$ cat src/rtl/conv_pkg.sv
// Shared constants and types for the buffer / convolve / serializer blocks.
// No logic: parameters and the serializer state encoding only.
// Not applicable: no handshake lives here.
package conv_pkg;

    localparam int ELEM_W   = 8;
    localparam int N_ELEM   = 9;
    localparam int IDX_W    = 4;
    localparam int MATRIX_W = ELEM_W * N_ELEM;

    // Index of the final element of a frame, sized to the index counter.
    localparam logic [IDX_W-1:0] LAST_IDX = IDX_W'(N_ELEM - 1);

    typedef enum logic {
        IDLE = 1'b0,
        SEND = 1'b1
    } ser_state_t;

endpackage

$ cat src/rtl/conv_result_serializer.sv
// Streams a 72-bit convolve result out as nine bytes, element 0 first.
// Latency: first byte valid one cycle after conv_valid; one byte per accepted handshake.
// Backpressure: tx_ready low holds byte/index; conv_valid arriving mid-frame is dropped and flagged sticky in overrun.
module conv_result_serializer
    import conv_pkg::*;
(
    input  logic                clk,
    input  logic                reset,
    input  logic                ena,
    input  logic [MATRIX_W-1:0] conv_in,
    input  logic                conv_valid,
    input  logic                tx_ready,
    output logic [ELEM_W-1:0]   byte_out,
    output logic                byte_valid,
    output logic [IDX_W-1:0]    byte_idx,
    output logic                frame_last,
    output logic                busy,
    output logic                overrun
);

    ser_state_t          state_q, state_d;
    logic [MATRIX_W-1:0] shreg_q, shreg_d;
    logic [IDX_W-1:0]    idx_q, idx_d;
    logic                frame_last_q, frame_last_d;
    logic                overrun_q, overrun_d;

    logic                xfer;
    logic                last_xfer;

    // A byte only moves when the element is presented, taken and the block is enabled.
    assign xfer      = (state_q == SEND) && tx_ready && ena;
    assign last_xfer = xfer && (idx_q == LAST_IDX);

    // Next-state: capture in IDLE, shift per transfer, and reload without a bubble on the last byte.
    always_comb begin
        state_d      = state_q;
        shreg_d      = shreg_q;
        idx_d        = idx_q;
        overrun_d    = overrun_q;
        frame_last_d = frame_last_q;

        if (ena) begin
            case (state_q)
                IDLE: begin
                    if (conv_valid) begin
                        shreg_d = conv_in;
                        idx_d   = '0;
                        state_d = SEND;
                    end
                end
                SEND: begin
                    if (last_xfer) begin
                        if (conv_valid) begin
                            shreg_d = conv_in;
                            idx_d   = '0;
                        end else begin
                            // Shifting out the last element leaves the register empty,
                            // so byte_out idles at zero.
                            shreg_d = shreg_q >> ELEM_W;
                            idx_d   = '0;
                            state_d = IDLE;
                        end
                    end else begin
                        if (xfer) begin
                            shreg_d = shreg_q >> ELEM_W;
                            idx_d   = idx_q + IDX_W'(1);
                        end
                        // A new word cannot be accepted mid-frame; the current frame runs on.
                        if (conv_valid) begin
                            overrun_d = 1'b1;
                        end
                    end
                end
                default: begin
                    state_d = IDLE;
                end
            endcase

            frame_last_d = (state_d == SEND) && (idx_d == LAST_IDX);
        end
    end

    // State register; reset aborts any frame in progress.
    always_ff @(posedge clk) begin
        if (reset) begin
            state_q      <= IDLE;
            shreg_q      <= '0;
            idx_q        <= '0;
            frame_last_q <= 1'b0;
            overrun_q    <= 1'b0;
        end else begin
            state_q      <= state_d;
            shreg_q      <= shreg_d;
            idx_q        <= idx_d;
            frame_last_q <= frame_last_d;
            overrun_q    <= overrun_d;
        end
    end

    assign byte_out   = shreg_q[ELEM_W-1:0];
    assign byte_valid = (state_q == SEND);
    assign busy       = (state_q == SEND);
    assign byte_idx   = idx_q;
    assign frame_last = frame_last_q;
    assign overrun    = overrun_q;

endmodule
$ cat config.mk
export PLATFORM = sky130hd
export DESIGN_NAME = conv_result_serializer
export DESIGN_NICKNAME = d
export VERILOG_FILES = /design/src/rtl/conv_pkg.sv /design/src/rtl/conv_result_serializer.sv
export SDC_FILE = /design/constraint.sdc
export NUM_CORES = 1
export LEC_CHECK = 0
export CORE_UTILIZATION = 46
export CTS_CLUSTER_DIAMETER = 150
export DETAILED_ROUTE_END_ITERATION = 7
export PLACE_DENSITY = 0.84
export SLEW_MARGIN = 15
export SYNTH_ARGS = -nofsm -noshare
export SYNTH_HDL_FRONTEND = slang
export SYNTH_SLANG_ARGS = --single-unit
$ cat constraint.sdc
create_clock -name clk -period 1.8 [get_ports clk]
set_input_delay 0.18 -clock clk [delete_from_list [all_inputs] [get_ports clk]]
set_output_delay 0.18 -clock clk [all_outputs]
set_load 0.01 [all_outputs]
; ---- Word-level counts from Yosys, hierarchy flattened
; Index checks and enable logic that the tools add are counted.
[word_totals]
register_bits = 79
rom_bits = 0
word_cells = 32
mem_bits_rw = 0
memories = 0
output_inout_bits = 16
in_bits = 77
latchBits = 0
[classes]
n_eq_ne = 4
order_cmp = 0
div = 0
n_mux = 14
bitwise_logic = 2
reduce_logical = 6
shift = 0
mul = 0
addsub = 1
[op_table]
columns = operator, n
row1 = two-way mux 72 bit, 4
row2 = one-hot mux 72 bit (2 select lines), 1
row3 = two-way mux 4 bit, 4
row4 = "equality test 4 bit, second input constant", 2
row5 = one-hot mux 4 bit (2 select lines), 1
row6 = "adder 4 x 1 -> 4 bit, second input constant", 1
row7 = logical AND 1 bit, 4
row8 = AND reduction 4 bit, 1
row9 = two-way mux 1 bit, 3
row10 = "!= test 3 x 1 -> 1 bit, second input constant", 1
row11 = AND reduction 3 bit, 1
row12 = "!= test 2 bit, second input constant", 1
row13 = inverter 1 bit, 2
row14 = one-hot mux 1 bit (2 select lines), 1

; ---- Depth between registers and ports, before layout
; Gate-level depths: netlist of the first run.
[logic_depth]
depth_word = 8
mapped_depth = 9
depth_no_buf = 6

; ---- Worst setup path before layout of the first run
; OpenSTA, ideal clock, no wires.
[synth_timing]
kind = register to register
from = register idx_q[0], in the netlist byte_idx[0]
to = register shreg_q[0]
period_less_slack_ns = 1.928
path_slack_ns = -0.128
n_path_buf = 3
t_required_ns = 1.656
t_arrival_ns = 1.783
setup_ns = 0.144
path_stages_with_launch = 10
path_cell_list = dfxtp_1 -> inv_1 -> ha_1 -> and3b_1 -> buf_6 -> a31o_1 -> buf_2 -> buf_2 -> nor3_1 -> nor4_2
[synth_between]
elab_chain_len = 4
elab_cells_between_ends = 6
classes_between = 2 x eq/ne / 2 x mux / 2 x reduce/logical
[synth_rtl]
columns = element, line
row1 = "start, declared", conv_result_serializer.sv:23  ; logic [IDX_W-1:0] idx_q, idx_d;
row2 = "start signal, assigned", conv_result_serializer.sv:94  ; idx_q <= idx_d;
row3 = equality test 4 bit (*), conv_result_serializer.sv:32  ; assign last_xfer = xfer && (idx_q == LAST_IDX);
row4 = logical AND 1 bit (*), conv_result_serializer.sv:32
row5 = != test 3 x 1 -> 1 bit (no source line) or two-way mux 72 bit (tied branches), -
row6 = AND reduction 3 bit (no source line) or one-hot mux 72 bit (2 select lines) (tied branches), -
row7 = "end signal, assigned", conv_result_serializer.sv:93  ; shreg_q <= shreg_d;
row8 = "end, declared", conv_result_serializer.sv:22  ; logic [MATRIX_W-1:0] shreg_q, shreg_d;
; Every way passes the cells marked *; elsewhere a longest branch is shown, timed or not.
; A chain may end at the register's enable or synchronous reset.

; ---- Worst setup path in the final report of the first run
[layout_timing]
from = register idx_q[0], in the netlist byte_idx[0]
to = register shreg_q[62]
; The elaborated chain is that of the path after synthesis.

==> results of run 1 <==
==> power groups by stage <==
stage	clock [W]	sequential (W)	combinational, W
6_report	0.00158	0.00198	0.00100
5_1_grt	0.00167	0.00199	0.00108
4_1_cts	0.00160	0.00197	0.000938
3_5_place_dp	0	0.00201	0.000929
3_3_place_gp	0	0.00201	0.000903
2_1_floorplan	0	0.00199	0.000596
==> layout make-up <==
class                      count  area, um^2  share of cell area
clock buffer                  10         128              0.0219
clock inverter                 5         108              0.0185
inverter                       4        15.0             0.00257
multi-input combinational    335        2450               0.419
sequential                    79        1590               0.272
tap                          108         135              0.0232
timing repair buffer         130        1410               0.242
==> timing repair <==
item / 4_1_cts / 5_1_grt
setup endpoints to repair: 10 / 59
resized for setup: 3 / 7
setup buffers: 1 / 6
pin swaps: 3 / 4
gates cloned: 0 / 4
==> stage by stage <==
stage | power [W] | TNS (ns) | cells
2_1_floorplan | 0.00259 | 0 | 478
3_3_place_gp | 0.00291 | -0.0607 | 645
3_5_place_dp | 0.00294 | -1.99 | 645
4_1_cts | 0.00451 | -0.00248 | 661
5_1_grt | 0.00474 | -0.0203 | 671
6_report | 0.00456 | 0 | 671
==> worst max-delay path by stage <==
stage	startpoint	to	slack (ns)	cells past startpoint
after floorplan	byte_idx[0]	shreg_q[42]	0.01	9
after global placement	tx_ready	shreg_q[37]	-0.02	6
after detailed placement	tx_ready	shreg_q[34]	-0.09	6
after CTS	byte_idx[0]	shreg_q[50]	-0.002	7
after global routing	busy	shreg_q[41]	-0.02	5
final	byte_idx[0]	shreg_q[62]	0.05	8
==> state kept, by name, indices dropped and copies added, names as in the netlist <==
register,count
busy,1
byte_idx,4
overrun,1
frame_last,1
shreg_q,72
==> logic make-up after synthesis <==
kind of cell	Yosys count	share of synthesized area
multiplexers	1	0.00550
AND/OR/NAND/NOR	305	0.463
AO/OA/AOI/OAI	26	0.0449
flip-flops	79	0.386
adder cells (fa/ha/maj)	2	0.00611
buffers and inverters	65	0.0939
==> metal layers <==
metal  share of wire  wire length, um  up-vias
met5               0                0        -
met4           0.018              200        0
met3           0.064              714       20
met2            0.50             5640      124
met1            0.41             4640     1841
li1                -                -     1884
==> cells in the mapped netlist, drive strengths merged (2+ instances only) <==
master | count | area (um^2)
nor3 | 130 | 651
dfxtp | 79 | 1580
nor2 | 73 | 277
nor4 | 66 | 788
buf | 43 | 302
clkbuf | 18 | 67.6
nand2 | 15 | 56.3
nand3 | 11 | 55.1
a21oi | 10 | 50.1
inv | 4 | 15.0
nand2b | 3 | 18.8
o21ai | 3 | 15.0
a31oi | 2 | 27.5
ha | 2 | 25.0
nand4 | 2 | 12.5
o22ai | 2 | 12.5
==> results.yml, run 1 <==
floorplan:
  rows: 34
  start_util: 0.472
  die_x_um: 96.3
  dieHeight_um: 96.3
  ios: 93
  die-area_um2: 9280
  placeableCoreArea_um2: 8680
cts:
  clk_latency_ns: 0.36
  root_buffer: "clkbuf_8"
  path_clk_slew_ns: 0.08
  postCtsHoldBufs: 0
  clk_path_buf_depth: 2
  cts_buffers: 9
  cts_tree: "built"
  htreeDepth: 3
  cts.sinks: 79
timing:
  finalSetupViolations: 0
  max_freq_mhz: 572
  fin_worst_skew_ns: 0.0104
  worst-slew-pin-transition_ns: 0.429
  fin_crit_sh: 0.971
  slew_viol_final: 0
  period_needed_ns: 1.75
  hold_slack_ns: 0.239
  hold_viol: 0
  slew_headroom: 0.714
  setup_ws_ns: 0.0530
cells_and_area:
  n_fill_cell: 648
  fin_nets: 638
  drive_gt1_frac: 0.321
  antenna_cells: 0
  fin_area_um2: 5830
  final_common_cell: "clkdlybuf4s50_1"
  syn_to_final_growth_pct: 42.5
  finalCoreUtilization: 0.672
  final_cell_mix: "clkdlybuf4s50_1 (91), dfxtp_1 (77), nor3_1 (75)"
pwr:
  seqPwrFrac: 0.433
  p_comb_frac: 0.220
  sw_frac_of_total: 0.278
  max-vdd-ir-drop_mv: 0.589
  p_int_w: 0.00330
  power.density_nw_per_um2: 783
  switching_power_w: 0.00127
  power_frac_clock: 0.347
  p_leak_nw: 1.92
synth:
  netlist_instances: 478
  ys_async_sr_fraction: 0
  synth.distinct_cells: 36
  yosysSeqAreaShare: 0.386
  yosys_warnings: 0
  syn-mean-instance-area_um2: 8.56
  syn-cell-area_um2: 4090
  synth-main-ff-cell: "dfxtp_1"
  synth-seq-cells: 79
  synth_edf_count: 0
  syn_nets: 557
critical_path:
  critPathTopFamily: "simple AND/OR/NAND/NOR gates"
  cp.required_ns: 2.03
  r2r_slack_ns: 0.05
  critPathSlowestCell: "dfxtp_4"
  path_class: "flip-flop to flip-flop"
  path_buf_inv: 3
  path_cells: "inv_2 -> ha_4 -> and3b_2 -> a31oi_4 -> buf_12 -> clkbuf_16 -> nor3_1 -> nor4_2"
  r2r-start: "byte_idx[0]"
  timing.rr.end: "shreg_q[62]"
  end_kind: "flip-flop"
  reg2reg_depth: 8
  cpPeakStageDelay_ns: 0.35
  crit_fanout: 24
  crit_path_start_kind: "flip-flop"
  worst_ep_arrival_time_ns: 1.98
global_routing:
  grt_pass1_vias: 3639
  overflow: 0
  met3_usage: 0.0592
  grt_first_pass_wirelength_mm: 16.8
  busiest_layer: "met2"
  grt_use_total: 0.234
  use_met2: 0.406
  antenna_found_initial: 0
  use_met1: 0.284
  grt_max_degree: 52
drt:
  route.vias.total: 3869
  drt_pre_antenna_iters: 4
  drtIter0Drc: 216
  ant_nets: 0
  drt_wl_total_mm: 11.2
  drc_errors: 0
  via_per_inst: 5.77
  wl_per_cell_um: 16.7
min_path:
  min_path_type: "input pin to flip-flop"
  hold_start: "reset"
  hold_depth: 2
  hold_end: "busy"
place:
  gp_congestion: 0.857
  dpl_cell_area_um2: 5400
  io_buffers: 92
  dp_hpwl_mm: 7.09
  dp_slack_ns: -0.0938
job:
  cap_viol_max_count: 0
status:
  status: "finished clean"
Power figures use the tool's default switching activity.
==> inputs of run 2 (changes only) <==
- ABC_CLOCK_PERIOD_IN_PS: not set -> 1800
- CORE_MARGIN: not set -> 8
==> run 2 against run 1 <==
The flow now finishes with violations (negative setup slack). Clock skew grew 0.0011 ns. Final cell count is 1.0% higher. First-iteration DRC count grew 12%. Largest power group unchanged. Critical endpoint is now shreg_q[33]. Final area shrank 0.41%.
==> results.yml, run 2 (synthesized netlist as in run 1, its figures left out) <==
pwr:
  switching_power_w: 0.00127
  power_frac_clock: 0.322
  max-vdd-ir-drop_mv: 0.434
  power.density_nw_per_um2: 761
  p_leak_nw: 1.92
  p_comb_frac: 0.231
  seqPwrFrac: 0.447
  sw_frac_of_total: 0.288
  p_int_w: 0.00314
place:
  io_buffers: 92
  dpl_cell_area_um2: 5430
  dp_hpwl_mm: 8.15
  dp_slack_ns: -0.111
  gp_congestion: 0.856
cells_and_area:
  antenna_cells: 0
  fin_area_um2: 5810
  regMostFlops: "shreg_q"
  final_cell_mix: "clkdlybuf4s50_1 (91), nor3_1 (77), dfxtp_1 (76)"
  largest_reg_flops: 72
  fin_nets: 644
  drive_gt1_frac: 0.326
  syn_to_final_growth_pct: 41.9
  final_common_cell: "clkdlybuf4s50_1"
  finalCoreUtilization: 0.669
  n_fill_cell: 672
min_path:
  hold_start: "reset"
  min_path_type: "input pin to flip-flop"
global_routing:
  grt_pass1_vias: 4032
  grt_first_pass_wirelength_mm: 18.7
  grt_max_degree: 44
  use_met1: 0.211
  overflow: 0
  busiest_layer: "met2"
  use_met2: 0.354
  antenna_found_initial: 0
  met3_usage: 0.0529
  grt_use_total: 0.193
timing:
  fin_crit_sh: 1.01
  setup-tns-final_ns: -0.0103
  max_freq_mhz: 552
  finalSetupViolations: 1
  worst-slew-pin-transition_ns: 0.498
  fin_worst_skew_ns: 0.0115
  slew_headroom: 0.668
  setup_ws_ns: -0.0103
  rsz0062_at_grt: "yes"
  period_needed_ns: 1.81
  hold_viol: 0
  slew_viol_final: 0
cts:
  root_buffer: "clkbuf_8"
  clk_path_buf_depth: 2
  cts_tree: "built"
  htreeDepth: 3
  cts.sinks: 79
  cts_buffers: 9
  path_clk_slew_ns: 0.08
  postCtsHoldBufs: 0
  clk_latency_ns: 0.35
critical_path:
  crit_fanout: 34
  end_kind: "flip-flop"
  cp.required_ns: 2.04
  critPathTopFamily: "simple AND/OR/NAND/NOR gates"
  critPathSlowestCell: "dfxtp_4"
  r2r-start: "byte_idx[0]"
  cp-startpoint: "byte_idx[0]"
  crit_path_start_kind: "flip-flop"
  worst_ep_arrival_time_ns: 2.05
  path_class: "flip-flop to flip-flop"
  path_buf_inv: 2
  path_cells: "inv_2 -> ha_2 -> and3b_2 -> a31o_4 -> buf_12 -> nor3_2 -> nor4_2"
  cpPeakStageDelay_ns: 0.35
drt:
  ant_nets: 0
  drt_wl_total_mm: 12.5
  route.vias.total: 3933
  via_per_inst: 5.80
  drc_errors: 0
  wl_per_cell_um: 18.4
  drtIter0Drc: 242
  drt_pre_antenna_iters: 4
floorplan:
  ios: 93
  dieHeight_um: 110
  die-area_um2: 12200
  start_util: 0.472
  rows: 34
  die_x_um: 110
  placeableCoreArea_um2: 8680
job:
  cap_viol_max_count: 0
status:
  status: "complete, but fails checks"
  violations: "negative setup slack"
==> run 2: worst paths after layout <==
path	endpoint	cells after the start	slack (ns)
setup / recovery	shreg_q[33]	7	-0.01
setup reg to reg	shreg_q[33]	7	-0.01
hold reg to reg	shreg_q[64]	2	0.47
hold / removal	byte_idx[1]	2	0.28
==> run 2: power groups by stage <==
stage               Clock [W]  Sequential, W  Combinational [W]
floorplan                   0        0.00199           0.000596
global placement            0        0.00200           0.000916
detailed placement          0        0.00201           0.000944
CTS                   0.00145        0.00197           0.000953
global route          0.00154        0.00199            0.00110
finish                0.00142        0.00198            0.00102
==> run 2: timing repair <==
action / CTS / global route
gates cloned: 0 / 5
buffers inserted: 0 / 4
pin swaps: 1 / 12
resized for setup: 1 / 9
endpoints found under the setup margin: 2 / 41
==> run 2: worst reg2reg max path, delay by kind of cell, from the launching register on <==
| family | cells | cell delay [ns] |
|---|---|---|
| AOI/OAI and AO/OA | 1 | 0.22 |
| adders and majority gates | 1 | 0.17 |
| buffers and inverters | 2 | 0.30 |
| DFF | 1 | 0.35 |
| and+or+nand+nor | 3 | 0.65 |
==> run 2: area by class of cell <==
cell class / count / area, um^2 / share of cell area
inverters: 4 / 15.0 / 0.00259
multi-input cells: 334 / 2420 / 0.416
clock inverters: 4 / 51.3 / 0.00883
well taps: 108 / 135 / 0.0233
repair buffers: 137 / 1440 / 0.247
flip-flops and latches: 79 / 1590 / 0.273
clock buffers: 12 / 166 / 0.0287
==> run 2: per-layer routing <==
| layer | share of wire | routed length [um] | vias up |
|---|---|---|---|
| met5 | 0 | 0 | - |
| met4 | 0.017 | 214 | 0 |
| met3 | 0.071 | 892 | 21 |
| met2 | 0.53 | 6570 | 135 |
| met1 | 0.39 | 4830 | 1887 |
| li1 | - | - | 1890 |
==> run 2: metrics by stage <==
stage | power, W | hold slack (ns) | cells
floorplan | 0.00259 | 0.332 | 478
global placement | 0.00292 | 0.451 | 653
detailed placement | 0.00296 | 0.451 | 653
CTS | 0.00437 | 0.275 | 669
global route | 0.00463 | 0.293 | 678
finish | 0.00442 | 0.280 | 678
==> inputs of run 3 (changes only) <==
- PLACE_DENSITY: 0.84 -> 0.81
==> run 3 against run 2 <==
Via count down 2.1%. Critical path type unchanged. Register-to-register slack better by 0.02 ns. Sequential share of layout area down 0.18 points. Sequential cell count unchanged. Largest cell class unchanged. Non-clock buffer count down 6. Count of clock-buffer cells in the layout down 3. Die area unchanged. Total power up 3.8%. Global-route usage down 0.54 points. Wire length down 3.5%. The flow now finishes without violations. Sequential power about the same. Final cell count down 0.88%.
==> results.yml, run 3 (synthesized netlist as in run 1, its figures left out) <==
status:
  status: "finished clean"
floorplan:
  dieHeight_um: 110
  rows: 34
  die_x_um: 110
  die-area_um2: 12200
  ios: 93
  start_util: 0.472
  placeableCoreArea_um2: 8680
pwr:
  p_leak_nw: 1.91
  seqPwrFrac: 0.431
  power.density_nw_per_um2: 785
  switching_power_w: 0.00127
  power_frac_clock: 0.346
  p_comb_frac: 0.223
  max-vdd-ir-drop_mv: 0.489
  p_int_w: 0.00331
  sw_frac_of_total: 0.278
cells_and_area:
  largest_reg_flops: 72
  fin_area_um2: 5840
  final_cells: 672
  final_common_cell: "clkdlybuf4s50_1"
  antenna_cells: 0
  finalCoreUtilization: 0.673
  syn_to_final_growth_pct: 42.7
  fin_nets: 638
  regMostFlops: "shreg_q"
  drive_gt1_frac: 0.323
  final_cell_mix: "clkdlybuf4s50_1 (91), dfxtp_1 (77), nor3_1 (75)"
critical_path:
  end_kind: "flip-flop"
  cpPeakStageDelay_ns: 0.33
  worst_ep_arrival_time_ns: 2.05
  path_cells: "inv_1 -> ha_2 -> and3b_2 -> a31oi_4 -> buf_12 -> buf_6 -> nor3_1 -> nor4_2"
  crit_fanout: 9
  crit_path_start_kind: "flip-flop"
  critPathSlowestCell: "dfxtp_2"
  path_class: "flip-flop to flip-flop"
  cp.required_ns: 2.07
place:
  dpl_cell_area_um2: 5420
  io_buffers: 92
  gp_congestion: 0.844
  dp_slack_ns: -0.110
  dp_hpwl_mm: 7.99
  dp_cells: 648
timing:
  fin_crit_sh: 0.992
  slew_headroom: 0.748
  worst-slew-pin-transition_ns: 0.378
  finalSetupViolations: 0
  rsz0062_at_grt: "yes"
  setup_ws_ns: 0.0146
  period_needed_ns: 1.79
  fin_worst_skew_ns: 0.00912
  setup-tns-final_ns: 0
  slew_viol_final: 0
  hold_viol: 0
  max_freq_mhz: 560
cts:
  clk_latency_ns: 0.36
  htreeDepth: 3
  cts_tree: "built"
  root_buffer: "clkbuf_8"
  cts.sinks: 79
  clk_path_buf_depth: 2
  path_clk_slew_ns: 0.08
  cts_buffers: 9
  postCtsHoldBufs: 0
drt:
  drt_pre_antenna_iters: 4
  ant_nets: 0
  drt_wl_total_mm: 12.1
  drc_errors: 0
  via_per_inst: 5.73
  wl_per_cell_um: 18.0
  route.vias.total: 3849
  drtIter0Drc: 214
global_routing:
  grt_first_pass_wirelength_mm: 18.3
  overflow: 0
  antenna_found_initial: 0
  grt_use_total: 0.187
  grt_pass1_vias: 3926
  grt_max_degree: 51
job:
  cap_viol_max_count: 0
min_path:
  min_path_type: "input pin to flip-flop"
## run 3: changes by cell type in the layout (fill, tap and decap cells not counted), sizes merged
cell    previous run  this run
bufinv             1         3
clkbuf            15        13
inv                4         5
buf               43        36
## run 3: final timing paths
kind	startpoint	cells after the start	to	slack (ns)
setup reg to reg	byte_idx[1]	8	shreg_q[44]	0.01
setup / recovery	byte_idx[1]	8	shreg_q[44]	0.01
hold reg to reg	frame_last	2	frame_last	0.46
hold / removal	reset	2	byte_idx[1]	0.22
## run 3: area by class of cell
type | instances | area (um^2)
Fill cell | 677 | 2840
Multi-Input combinational cell | 334 | 2430
Sequential cell | 79 | 1590
Timing Repair Buffer | 131 | 1430
Tap cell | 108 | 135
Clock buffer | 9 | 124
Clock inverter | 7 | 120
Inverter | 4 | 15.0
## run 3: per-stage QoR
step	total power (W)	hold slack [ns]
global route	0.00478	0.220
global placement	0.00292	0.446
finish	0.00459	0.221
CTS	0.00453	0.209
floorplan	0.00259	0.332
detailed placement	0.00295	0.454
## run 3: power groups by stage
stage	registers, W	logic (W)	clock network, W
after floorplan	0.00199	0.000596	0
after global placement	0.00201	0.000913	0
after detailed placement	0.00201	0.000939	0
after CTS	0.00197	0.000948	0.00161
after global routing	0.00199	0.00110	0.00169
final	0.00198	0.00102	0.00159
## run 3: layer usage
metal,vias up,global-route usage,share of wire
met3,26,0.0674,0.085
met5,-,0,0
met1,1820,0.205,0.40
met2,121,0.326,0.49
met4,0,0.0666,0.024
li1,1882,-,-
## run 3: worst max-delay path: cells and delay by family, from the launching register on
kind	cells	cell delay [ns]
buf+inv	3	0.41
fa+ha+maj	1	0.18
simple gates	3	0.54
flops	1	0.33
compound gates	1	0.22
## run 3: timing repair
| action | in CTS | in global routing |
|---|---|---|
| endpoints found under the setup margin | 7 | 42 |
| pin swaps | 7 | 22 |
| gates resized for setup | 1 | 6 |
| buffers inserted | 0 | 1 |
| cloned | 0 | 7 |
